`src/rtl/display_pkg.sv`:
```
// display_pkg: shared types and constants for the seven-segment scan controller.
//  - scan_state_t : scan FSM states (IDLE, SHOW, BLANK)
//  - DIGITS       : number of display digits
//  - SEG_0..SEG_F : segment patterns {g,f,e,d,c,b,a}, active high
package display_pkg;

  localparam int DIGITS = 4;

  typedef enum logic [1:0] {
    IDLE  = 2'd0,
    SHOW  = 2'd1,
    BLANK = 2'd2
  } scan_state_t;

  localparam logic [6:0] SEG_0 = 7'h3F;
  localparam logic [6:0] SEG_1 = 7'h06;
  localparam logic [6:0] SEG_2 = 7'h5B;
  localparam logic [6:0] SEG_3 = 7'h4F;
  localparam logic [6:0] SEG_4 = 7'h66;
  localparam logic [6:0] SEG_5 = 7'h6D;
  localparam logic [6:0] SEG_6 = 7'h7D;
  localparam logic [6:0] SEG_7 = 7'h07;
  localparam logic [6:0] SEG_8 = 7'h7F;
  localparam logic [6:0] SEG_9 = 7'h6F;
  localparam logic [6:0] SEG_A = 7'h77;
  localparam logic [6:0] SEG_B = 7'h7C;
  localparam logic [6:0] SEG_C = 7'h39;
  localparam logic [6:0] SEG_D = 7'h5E;
  localparam logic [6:0] SEG_E = 7'h79;
  localparam logic [6:0] SEG_F = 7'h71;

endpackage

```
`src/rtl/hex_to_seg.sv`:
```
// hex_to_seg: combinational hex nibble to seven-segment encoder.
//  nib : in  4  hex value
//  seg : out 7  segments {g,f,e,d,c,b,a}, active high
module hex_to_seg
  import display_pkg::*;
(
  input  logic [3:0] nib,
  output logic [6:0] seg
);

  always_comb begin
    seg = '0;
    case (nib)
      4'h0: seg = SEG_0;
      4'h1: seg = SEG_1;
      4'h2: seg = SEG_2;
      4'h3: seg = SEG_3;
      4'h4: seg = SEG_4;
      4'h5: seg = SEG_5;
      4'h6: seg = SEG_6;
      4'h7: seg = SEG_7;
      4'h8: seg = SEG_8;
      4'h9: seg = SEG_9;
      4'hA: seg = SEG_A;
      4'hB: seg = SEG_B;
      4'hC: seg = SEG_C;
      4'hD: seg = SEG_D;
      4'hE: seg = SEG_E;
      default: seg = SEG_F;
    endcase
  end

endmodule

```
`src/rtl/display_scan_ctrl.sv`:
```
// display_scan_ctrl: time-multiplexed scan controller for a 4-digit
// seven-segment display, with a blanking gap between digits.
//  clk, rst  : clock, synchronous active-high reset
//  en        : scan enable (0 = display dark, scan restarts at digit 0)
//  data_in   : four hex nibbles, [3:0] is digit 0
//  dp_in     : decimal point per digit
//  dig_sel   : current digit index
//  dig_en    : one-hot digit enable, active high
//  seg       : segments {g,f,e,d,c,b,a}, active high
//  dp        : decimal point, active high
//  scan_tick : one-cycle pulse after digit 3's dwell ends
// Optional macro LEADING_ZERO_BLANK_EN suppresses leading zero digits.
module display_scan_ctrl
  import display_pkg::*;
#(
  parameter int CLK_DIV      = 1000,
  parameter int BLANK_CYCLES = 16
) (
  input  logic        clk,
  input  logic        rst,
  input  logic        en,
  input  logic [15:0] data_in,
  input  logic [3:0]  dp_in,
  output logic [1:0]  dig_sel,
  output logic [3:0]  dig_en,
  output logic [6:0]  seg,
  output logic        dp,
  output logic        scan_tick
);

  localparam int IW = $clog2(DIGITS);
  localparam int DW = $clog2(CLK_DIV + 1);
  localparam int BW = (BLANK_CYCLES > 0) ? $clog2(BLANK_CYCLES + 1) : 1;

  scan_state_t   state, state_n;
  logic [IW-1:0] idx, idx_n;
  logic [DW-1:0] cnt, cnt_n;
  logic [BW-1:0] bcnt, bcnt_n;
  logic [15:0]   snap, snap_n;
  logic [3:0]    dp_snap, dp_snap_n;
  logic          tick_n;

  logic [3:0]    nib;
  logic [6:0]    seg_dec;
  logic          lit;
  logic          supp;
  logic [3:0]    dig_en_n;
  logic [6:0]    seg_n;
  logic          dp_n;

  // Next-state logic; outputs are then registered from the next-state
  // values so they line up with the state they describe.
  always_comb begin
    state_n   = state;
    idx_n     = idx;
    cnt_n     = cnt;
    bcnt_n    = bcnt;
    snap_n    = snap;
    dp_snap_n = dp_snap;
    tick_n    = 1'b0;
    if (!en) begin
      state_n = IDLE;
      idx_n   = '0;
      cnt_n   = '0;
      bcnt_n  = '0;
    end else begin
      case (state)
        IDLE: begin
          state_n   = SHOW;
          idx_n     = '0;
          cnt_n     = '0;
          bcnt_n    = '0;
          snap_n    = data_in;
          dp_snap_n = dp_in;
        end
        SHOW: begin
          if (int'(cnt) == CLK_DIV - 1) begin
            cnt_n  = '0;
            bcnt_n = '0;
            tick_n = (idx == IW'(DIGITS - 1));
            if (BLANK_CYCLES == 0) begin
              state_n = SHOW;
              idx_n   = idx + 1'b1;
              if (idx == IW'(DIGITS - 1)) begin
                snap_n    = data_in;
                dp_snap_n = dp_in;
              end
            end else begin
              state_n = BLANK;
            end
          end else begin
            cnt_n = cnt + 1'b1;
          end
        end
        BLANK: begin
          if (int'(bcnt) == BLANK_CYCLES - 1) begin
            state_n = SHOW;
            idx_n   = idx + 1'b1;
            cnt_n   = '0;
            bcnt_n  = '0;
            if (idx == IW'(DIGITS - 1)) begin
              snap_n    = data_in;
              dp_snap_n = dp_in;
            end
          end else begin
            bcnt_n = bcnt + 1'b1;
          end
        end
        default: begin
          state_n = IDLE;
          idx_n   = '0;
          cnt_n   = '0;
          bcnt_n  = '0;
        end
      endcase
    end
  end

  assign nib = snap_n[{idx_n, 2'b00} +: 4];

  hex_to_seg u_hex_to_seg (
    .nib (nib),
    .seg (seg_dec)
  );

`ifdef LEADING_ZERO_BLANK_EN
  always_comb begin
    supp = 1'b0;
    case (idx_n)
      2'd3:    supp = (snap_n[15:12] == '0);
      2'd2:    supp = (snap_n[15:8]  == '0);
      2'd1:    supp = (snap_n[15:4]  == '0);
      default: supp = 1'b0;
    endcase
  end
`else
  assign supp = 1'b0;
`endif

  always_comb begin
    lit      = (state_n == SHOW);
    dig_en_n = '0;
    seg_n    = '0;
    dp_n     = 1'b0;
    if (lit) begin
      dp_n = dp_snap_n[idx_n];
      if (supp) begin
        // A suppressed digit still lights its decimal point if set.
        dig_en_n = dp_n ? (4'b0001 << idx_n) : 4'b0000;
      end else begin
        dig_en_n = 4'b0001 << idx_n;
        seg_n    = seg_dec;
      end
    end
  end

  always_ff @(posedge clk) begin
    if (rst) begin
      state     <= IDLE;
      idx       <= '0;
      cnt       <= '0;
      bcnt      <= '0;
      snap      <= '0;
      dp_snap   <= '0;
      dig_sel   <= '0;
      dig_en    <= '0;
      seg       <= '0;
      dp        <= 1'b0;
      scan_tick <= 1'b0;
    end else begin
      state     <= state_n;
      idx       <= idx_n;
      cnt       <= cnt_n;
      bcnt      <= bcnt_n;
      snap      <= snap_n;
      dp_snap   <= dp_snap_n;
      dig_sel   <= idx_n;
      dig_en    <= dig_en_n;
      seg       <= seg_n;
      dp        <= dp_n;
      scan_tick <= tick_n;
    end
  end

endmodule

```
`config.mk`:
```
export PLATFORM = sky130hd
export DESIGN_NAME = display_scan_ctrl
export DESIGN_NICKNAME = d
export VERILOG_FILES = /design/src/rtl/display_pkg.sv /design/src/rtl/hex_to_seg.sv /design/src/rtl/display_scan_ctrl.sv
export SDC_FILE = /design/constraint.sdc
export NUM_CORES = 1
export LEC_CHECK = 0
export ABC_CLOCK_PERIOD_IN_PS = 3100
export CAP_MARGIN = 20
export CORE_MARGIN = 4
export CORE_UTILIZATION = 55
export CTS_BUF_LIST = sky130_fd_sc_hd__clkbuf_4 sky130_fd_sc_hd__clkbuf_8 sky130_fd_sc_hd__clkbuf_16
export CTS_CLUSTER_DIAMETER = 60
export CTS_CLUSTER_SIZE = 16
export DETAILED_ROUTE_END_ITERATION = 7
export DONT_BUFFER_PORTS = 1
export GPL_TIMING_DRIVEN = 0
export PLACE_DENSITY = 0.76
export SLEW_MARGIN = 20
export SYNTH_ARGS = -nofsm -noshare
export SYNTH_HDL_FRONTEND = slang
export SYNTH_SLANG_ARGS = --single-unit
```
`constraint.sdc`:
```
create_clock -name clk -period 3.1 [get_ports clk]
set_input_delay 0.465 -clock clk [delete_from_list [all_inputs] [get_ports clk]]
set_output_delay 0.465 -clock clk [all_outputs]
set_load 0.02 [all_outputs]
```
==> results of run 1 <==
==> path summary, 6_finish.rpt <==
| kind | cells past startpoint | from | slack (ns) | end |
|---|---|---|---|---|
| worst min register to register | 2 | bcnt[1] | 0.48 | bcnt[1] |
| worst max-delay path | 8 | bcnt[0] | 0.11 | seg[0] |
| worst max register to register | 8 | bcnt[0] | 0.11 | seg[0] |
| worst min-delay path | 1 | rst | 0.22 | dp_snap[2] |
==> cell usage after synthesis, types with 2 or more instances <==
master,instances
a211oi_1,4
a21o_1,17
a21oi_1,12
a221oi_1,2
a311oi_1,2
and2_1,3
and3_1,3
buf_2,4
buf_4,3
clkbuf_1,6
dfxtp_1,52
ha_1,14
inv_1,9
mux2i_1,7
mux4_2,4
nand2_1,11
nand2b_1,3
nand3_1,5
nand4_1,7
nand4b_1,2
nor2_1,32
nor2b_1,2
nor3_1,5
nor3b_1,4
nor4b_1,2
o21a_1,2
o21ai_0,7
o221ai_1,16
or2_2,16
or3_1,3
xnor2_1,3
xor2_1,7
==> metrics by stage <==
step / hold slack [ns] / cells
2_1_floorplan: 0.449 / 287
3_3_place_gp: 0.463 / 354
3_5_place_dp: 0.475 / 354
4_1_cts: 0.205 / 362
5_1_grt: 0.197 / 366
6_report: 0.216 / 366
==> power by group <==
part / internal [W] / total, W / switching [W]
Clock: 0.000200 / 0.000409 / 0.000209
Sequential: 0.000693 / 0.000714 / 0.0000211
Combinational: 0.0000847 / 0.000182 / 0.0000971
==> metal layers <==
layer  global-route usage  part of all wire  vias to the layer above
li1                     -                 -                     1072
met1                0.261              0.45                     1060
met2                0.325              0.48                       51
met3               0.0516             0.052                        8
met4               0.0664             0.013                        0
met5                    0                 0                        -
==> sequential cells by signal, indices dropped and copies added (netlist names) <==
name       flops
bcnt           5
cnt           10
dig_en         4
dp             1
dp_snap        4
idx            2
scan_tick      1
seg            7
snap          16
state          2
==> repair_timing <==
action                     4_1_cts  5_1_grt
setup endpoints to repair        5        7
pin swaps                        0        1
resized for setup                2       12
hold buffers                     0        0
buffers inserted                 0        4
hold endpoints to repair         0        0
==> area by class of cell <==
type | count | area (µm²)
fill | 429 | 1790
multi-input combinational | 211 | 1570
sequential | 52 | 1040
buffer | 15 | 101
clock buffer | 8 | 97.6
tap | 67 | 83.8
inverter | 9 | 33.8
timing repair buffer | 4 | 30.0
==> worst max-delay path: stages (launching register included) <==
cell      delay (ns)
dfxtp_1         0.39
ha_2            0.24
nand4b_2        0.22
and3_1          0.31
o311ai_4        0.47
mux4_2          0.68
buf_6           0.19
xnor2_1         0.12
a211o_1         0.25
==> logic make-up after synthesis <==
group | share of synthesized area
xor+xnor | 0.0323
flops | 0.384
fa+ha+maj | 0.0646
compound gates | 0.195
simple gates | 0.215
mux | 0.0632
buf+inv | 0.0461
==> results.cfg, run 1 <==
[yosys]
synth.distinct_cells = 50
synth_warnings = 0
async_reset_ff_frac = 0
synth.net_count = 324
synth_area_leaders = dfxtp_1 38%, ha_1 6.5%, o221ai_1 5.2%
synth_cells = 287
yosysTopAreaCell = dfxtp_1
synth_area_per_cell_um2 = 9.45
synth-main-ff-cell = dfxtp_1
synth_top_cell_area_share = 0.384
synth_seq_cells = 52
ys_seq_area_frac = 0.384
syn_area_um2 = 2710
synth_edf_count = 0

[place]
numPortBuffers = 0
dp_hpwl_mm = 4.35
gp_congestion = 0.849
placed_area_um2 = 2800
pre_cts_slack_ns = -0.0408

[floorplanning]
fp.coreArea_um2 = 4750
io_pins = 38
die_x_um = 78.2
start_util = 0.571
fp-row-count = 25
die_height_um = 78.2
design.die.area_um2 = 6120

[worst_setup_path]
critPathLaunchType = flop
cp_max_fo = 10
worstPathArrival_ns = 3.18
cp_data_required_time_ns = 3.29
worst_setup_path_end_kind = flop
crit_type = reg -> reg

[sta]
slew_headroom = 0.648
fin_setup_tns_ns = 0
drv_slew = 0
period_minus_slack_ns = 2.99
clock.fmax_mhz = 335
fin_ws_ns = 0.111
setup_viol = 0
tightest_slew_ns = 0.527
finalCritPeriodShare = 0.964
rsz0062_at_grt = false
finalHoldViolCount = 0
finalClockSkew_ns = 0.0107

[cts]
cts.sinks = 52
clkLatencyLatePin_ns = 0.31
cts_root_buf = clkbuf_8
clkTransAtPathRegs_ns = 0.09
cts_tree = built
clk_path_buf_depth = 2
h-tree-depth = 2
cts-buffers-inserted = 5

[cells_and_area]
layout_commonest_cell = dfxtp_1
fin_area_um2 = 2970
fin_nets = 335
layout-drive-gt1-share = 0.197
layout_common_cells = 49 x dfxtp_1, 32 x nor2_1, 17 x a21o_1
syn_to_final_growth_pct = 9.32
fin_util = 0.624
diodes = 0

[routing]
avgRoutedWirePerCell_um = 15.9
drc = 0
drt_pass1_iterations = 4
drt-vias-per-instance = 5.99
drtIter0Drc = 113
vias = 2191
wirelength_mm = 5.84
ant_nets = 0

[worst_hold_path]
hp-class = in -> reg

[pwr]
p_leak_nw = 1.22
design_power_total_w = 0.00130
p_per_area_nw_per_um2 = 440
ir_worst_vdd_mv = 0.201

[global_routing]
grt_pass1_vias = 2128
antenna_found_initial = 0
grt_usage = 0.201
grt_overflow = 0
grt_max_degree = 15
grt_pass1_wl_mm = 9.87

[run]
cap_violations = 0

[outcome]
status = finished clean
Note: power is estimated with default switching activity, not from simulation.
==> run 2: changes to the inputs <==
--- a/config.mk
+++ b/config.mk
@@ -5,7 +5,7 @@
 export SDC_FILE = /design/constraint.sdc
 export NUM_CORES = 1
 export LEC_CHECK = 0
-export ABC_CLOCK_PERIOD_IN_PS = 3100
+export ABC_CLOCK_PERIOD_IN_PS = 2750
 export CAP_MARGIN = 20
 export CORE_MARGIN = 4
 export CORE_UTILIZATION = 55
==> constraint.sdc (replaced) <==
create_clock -name clk -period 2.75 [get_ports clk]
set_input_delay 0.4125 -clock clk [delete_from_list [all_inputs] [get_ports clk]]
set_output_delay 0.4125 -clock clk [all_outputs]
set_load 0.02 [all_outputs]
==> results.cfg, run 2 (synthesis results as in run 1) <==
[routing]
drtIter0Drc = 97
vias = 2269
drc = 0
drt-vias-per-instance = 5.99
ant_nets = 0
wirelength_mm = 6.32
drt_pass1_iterations = 5
avgRoutedWirePerCell_um = 16.7

[cts]
clkLatencyLatePin_ns = 0.31
cts-buffers-inserted = 5
cts_tree = built
h-tree-depth = 2
clk_path_buf_depth = 2
clkTransAtPathRegs_ns = 0.10
cts.sinks = 52
cts_root_buf = clkbuf_8
cts.hold.buffers_added = 0

[worst_hold_path]
holdPathStages = 1
hp-class = in -> reg

[cells_and_area]
fin_area_um2 = 3280
fin_nets = 348
layout_commonest_cell = dfxtp_1
layout_common_cells = 46 x dfxtp_1, 31 x nor2_1, 17 x a21o_1
largest_reg_flops = 16
diodes = 0
fillers = 367
top_register = snap
layout-drive-gt1-share = 0.298
top_regs = snap (16), cnt (10), seg (7)
syn_to_final_growth_pct = 20.9

[run]
cap_violations = 0

[global_routing]
gr-usage-met1 = 0.267
antenna_found_initial = 0
grt-busiest-layer = met2
grt_use_met3 = 0.0528
grt_pass1_wl_mm = 10.3
grt_usage = 0.209
grt_overflow = 0
grt_max_degree = 15
grt_pass1_vias = 2192
met2_usage = 0.348

[place]
gp_congestion = 0.849
placed_area_um2 = 2800
dp_hpwl_mm = 4.35
numPortBuffers = 0

[worst_setup_path]
crit_buf_inv = 3
regToRegStartpoint = state[1]
cp_data_required_time_ns = 2.95
worstRegToRegCells = 10
path_cells = inv_4 > ha_4 > and3b_1 > a41oi_2 > buf_6 > buf_8 > o221ai_1 > mux4_2 > ha_1 > a221oi_1
worst_setup_path_end_kind = flop
worstReg2RegEnd = seg[1]
crit_cells = 10
critPathLaunchType = flop
crit_family = compound AO/OA/AOI/OAI gates
critical_path.endpoint = seg[1]
r2r_slack_ns = -0.05
worstPathArrival_ns = 3.00
cp_max_fo = 5
crit_type = reg -> reg
startpoint = state[1]
crit_slowest_cell = mux4_2
crit_path_max_incr_delay_ns = 0.58

[pwr]
p_per_area_nw_per_um2 = 465
ir_worst_vdd_mv = 0.300
p_leak_nw = 1.33
design_power_total_w = 0.00153

[sta]
clock.fmax_mhz = 358
finalClockSkew_ns = 0.0109
rsz0062_at_grt = true
finalHoldViolCount = 0
fin_ws_ns = -0.0459
period_minus_slack_ns = 2.80
drv_slew = 0
setup_viol = 3
slew_headroom = 0.672
finalCritPeriodShare = 1.02
fin_setup_tns_ns = -0.0618
tightest_slew_ns = 0.493

[floorplanning]
start_util = 0.571
io_pins = 38
fp.coreArea_um2 = 4750
die_height_um = 78.2
die_x_um = 78.2
design.die.area_um2 = 6120
fp-row-count = 25

[outcome]
violations = negative setup slack
status = complete, but fails checks
[run 2: metal layers]
metal / share of wire / vias up / wire length, µm
met5: 0 / - / 0
met4: 0.014 / 0 / 87
met3: 0.065 / 10 / 414
li1: - / 1105 / -
met2: 0.49 / 58 / 3130
met1: 0.43 / 1096 / 2690
[run 2: power by group]
| group | switching, W | internal (W) |
|---|---|---|
| combinational | 0.000128 | 0.000119 |
| sequential | 0.0000241 | 0.000780 |
| clock | 0.000250 | 0.000226 |
| total | 0.000402 | 0.00112 |
[run 2: worst min path at each step]
stage	slack [ns]	startpoint	endpoint
detailed placement	0.47	bcnt[1]	bcnt[1]
finish	0.15	rst	dp_snap[2]
floorplan	0.45	bcnt[1]	bcnt[1]
global route	0.13	rst	dp_snap[2]
global placement	0.46	bcnt[1]	bcnt[1]
CTS	0.15	rst	dp_snap[2]
[run 2: stage by stage]
step	cells	hold slack, ns	utilization	worst slack, ns
6_report	379	0.151	0.690	-0.0459
5_1_grt	379	0.135	0.690	-0.115
4_1_cts	368	0.153	0.645	0.00800
3_5_place_dp	354	0.475	0.588	-0.391
3_3_place_gp	354	0.463	0.588	-0.328
2_1_floorplan	287	0.449	-	0.0224
[run 2: final cells by class]
type / instances / area [µm²] / share of cell area
clock buffers: 8 / 97.6 / 0.0298
inverters: 9 / 41.3 / 0.0126
repair buffers: 17 / 153 / 0.0465
plain buffers: 15 / 109 / 0.0332
multi-input cells: 211 / 1740 / 0.531
well taps: 67 / 83.8 / 0.0256
flip-flops and latches: 52 / 1050 / 0.321
[run 2: timing repair]
| item | 4_1_cts | 5_1_grt |
|---|---|---|
| pin swaps | 5 | 8 |
| resized for setup | 34 | 20 |
| setup endpoints to repair | 7 | 7 |
| cloned | 0 | 1 |
| setup buffers | 6 | 10 |
==> run 3: changes to the inputs <==
--- a/config.mk
+++ b/config.mk
@@ -7,6 +7,7 @@
 export LEC_CHECK = 0
 export ABC_CLOCK_PERIOD_IN_PS = 2750
 export CAP_MARGIN = 20
+export CORE_ASPECT_RATIO = 0.75
 export CORE_MARGIN = 4
 export CORE_UTILIZATION = 55
 export CTS_BUF_LIST = sky130_fd_sc_hd__clkbuf_4 sky130_fd_sc_hd__clkbuf_8 sky130_fd_sc_hd__clkbuf_16
==> results.cfg, run 3 (synthesis results as in run 1) <==
[routing]
drt_pass1_iterations = 4
drt-vias-per-instance = 6.13
drc = 0
avgRoutedWirePerCell_um = 18.0
ant_nets = 0
vias = 2281
wirelength_mm = 6.70
drtIter0Drc = 151

[pwr]
design_power_total_w = 0.00153
power_frac_clock = 0.302
switching_power_w = 0.000397
share_comb_of_total_power = 0.172
p_leak_nw = 1.35
p_seq_frac = 0.526
swShare = 0.260
p_per_area_nw_per_um2 = 463
ir_worst_vdd_mv = 0.372
p_int_w = 0.00113

[global_routing]
grt_overflow = 0
antenna_found_initial = 0
grt_usage = 0.212
grt_max_degree = 15
grt_pass1_vias = 2101
grt_pass1_wl_mm = 10.1

[place]
gp_congestion = 0.796
dp_hpwl_mm = 4.43
numPortBuffers = 0

[cts]
h-tree-depth = 2
clk_path_buf_depth = 2
clkTransAtPathRegs_ns = 0.09
cts.sinks = 52
cts_tree = built
cts_root_buf = clkbuf_8
cts.hold.buffers_added = 0
cts-buffers-inserted = 5
clkLatencyLatePin_ns = 0.30

[sta]
clock.fmax_mhz = 348
finalHoldViolCount = 0
drv_slew = 0
finalCritPeriodShare = 1.04
slew_headroom = 0.678
finalClockSkew_ns = 0.00825
tightest_slew_ns = 0.484
period_minus_slack_ns = 2.87
fin_ws_ns = -0.123
worst_hold_slack_ns = 0.165
setup_viol = 2
rsz0062_at_grt = true

[cells_and_area]
diodes = 0
top_register = snap
layout_common_cells = 46 x dfxtp_1, 31 x nor2_1, 17 x a21o_1, 17 x buf_4, 16 x or2_2
syn_to_final_growth_pct = 21.7
layout_commonest_cell = dfxtp_1
largest_reg_flops = 16
layout-drive-gt1-share = 0.314
fin_nets = 352
top_regs = snap (16), cnt (10), seg (7)

[worst_setup_path]
cp_common_cell = ha_4
r2r_slack_ns = -0.12
worstRegToRegCells = 11
crit_family = simple AND/OR/NAND/NOR gates
critPathLaunchType = flop
cp_data_required_time_ns = 3.00
worstReg2RegEnd = seg[0]
crit_path_max_incr_delay_ns = 0.44
crit_type = reg -> reg
regToRegStartpoint = bcnt[0]
path_cells = ha_4 > and4b_2 > a41oi_2 > buf_6 > buf_8 > o221ai_2 > mux4_2 > inv_2 > ha_4 > nor4b_1 > a211o_1
worstPathArrival_ns = 3.12
cp_max_fo = 7
crit_buf_inv = 3
crit_slowest_cell = nor4b_1
worst_setup_path_end_kind = flop

[floorplanning]
fp-row-count = 21
die_height_um = 68.8
io_pins = 38
fp.coreArea_um2 = 4600
start_util = 0.590
die_x_um = 89.1
design.die.area_um2 = 6130

[worst_hold_path]
hp-class = in -> reg
hp-start = rst
worstHoldEndpoint = dp_snap[2]
holdPathStages = 1

[run]
cap_violations = 0

[outcome]
status = complete, but fails checks
violations = negative setup slack
[run 3: changes by cell type in the layout (fill, tap and decap cells not counted), moves of 2 or more]
cell      change
o221ai_2      +3
buf_4         +2
clkbuf_4      -2
o221ai_1      -2
[run 3: final cells by class]
type | count | area [µm²]
Buffer | 15 | 113
Fill cell | 310 | 1300
Clock buffer | 7 | 96.3
Tap cell | 57 | 71.3
Inverter | 9 | 38.8
Timing Repair Buffer | 21 | 170
Sequential cell | 52 | 1060
Multi-Input combinational cell | 211 | 1760
[run 3: worst max-delay path by stage]
stage,slack (ns),start,end,cells after the start
floorplan,0.02,state[0],seg[0],12
global placement,-0.34,state[0],seg[0],12
detailed placement,-0.38,state[0],seg[1],13
CTS,0.0009,bcnt[1],seg[0],11
global route,-0.20,bcnt[0],seg[0],11
finish,-0.12,bcnt[0],seg[0],11
[run 3: layer usage]
layer | global-route usage | vias up | routed length, µm
li1 | - | 1112 | -
met1 | 0.289 | 1094 | 3110
met2 | 0.330 | 62 | 3030
met3 | 0.0582 | 13 | 449
met4 | 0.0595 | 0 | 103
met5 | 0 | - | 0
[run 3: timing repair]
item,in CTS,in global routing
pin swaps,5,7
gates resized for setup,27,32
buffers inserted,11,9
cloned,1,0
hold endpoints to repair,0,0
endpoints found under the setup margin,7,7
[run 3: power by group through the flow]
stage               logic [W]  clock network (W)  registers (W)
floorplan            0.000153                  0       0.000820
global placement     0.000184                  0       0.000821
detailed placement   0.000190                  0       0.000823
CTS                  0.000209           0.000468       0.000804
global route         0.000284           0.000498       0.000806
finish               0.000263           0.000461       0.000803
[run 3: per-stage QoR]
step	setup slack, ns	cells	area, µm²	TNS, ns	util
floorplan	0.0224	287	2710	0	-
global placement	-0.345	344	2780	-2.16	0.605
detailed placement	-0.376	344	2780	-2.27	0.605
CTS	0.000896	363	3050	0	0.664
global route	-0.204	372	3300	-0.685	0.718
finish	-0.123	372	3300	-0.144	0.718
[run 3: worst reg2reg max path, stage by stage, from the launching register on]
cell and delay, ns:
dfxtp_2 0.38, ha_4 0.18, and4b_2 0.31, a41oi_2 0.15, buf_6 0.16, buf_8 0.13, o221ai_2 0.20, mux4_2 0.42
inv_2 0.10, ha_4 0.18, nor4b_1 0.44, a211o_1 0.17
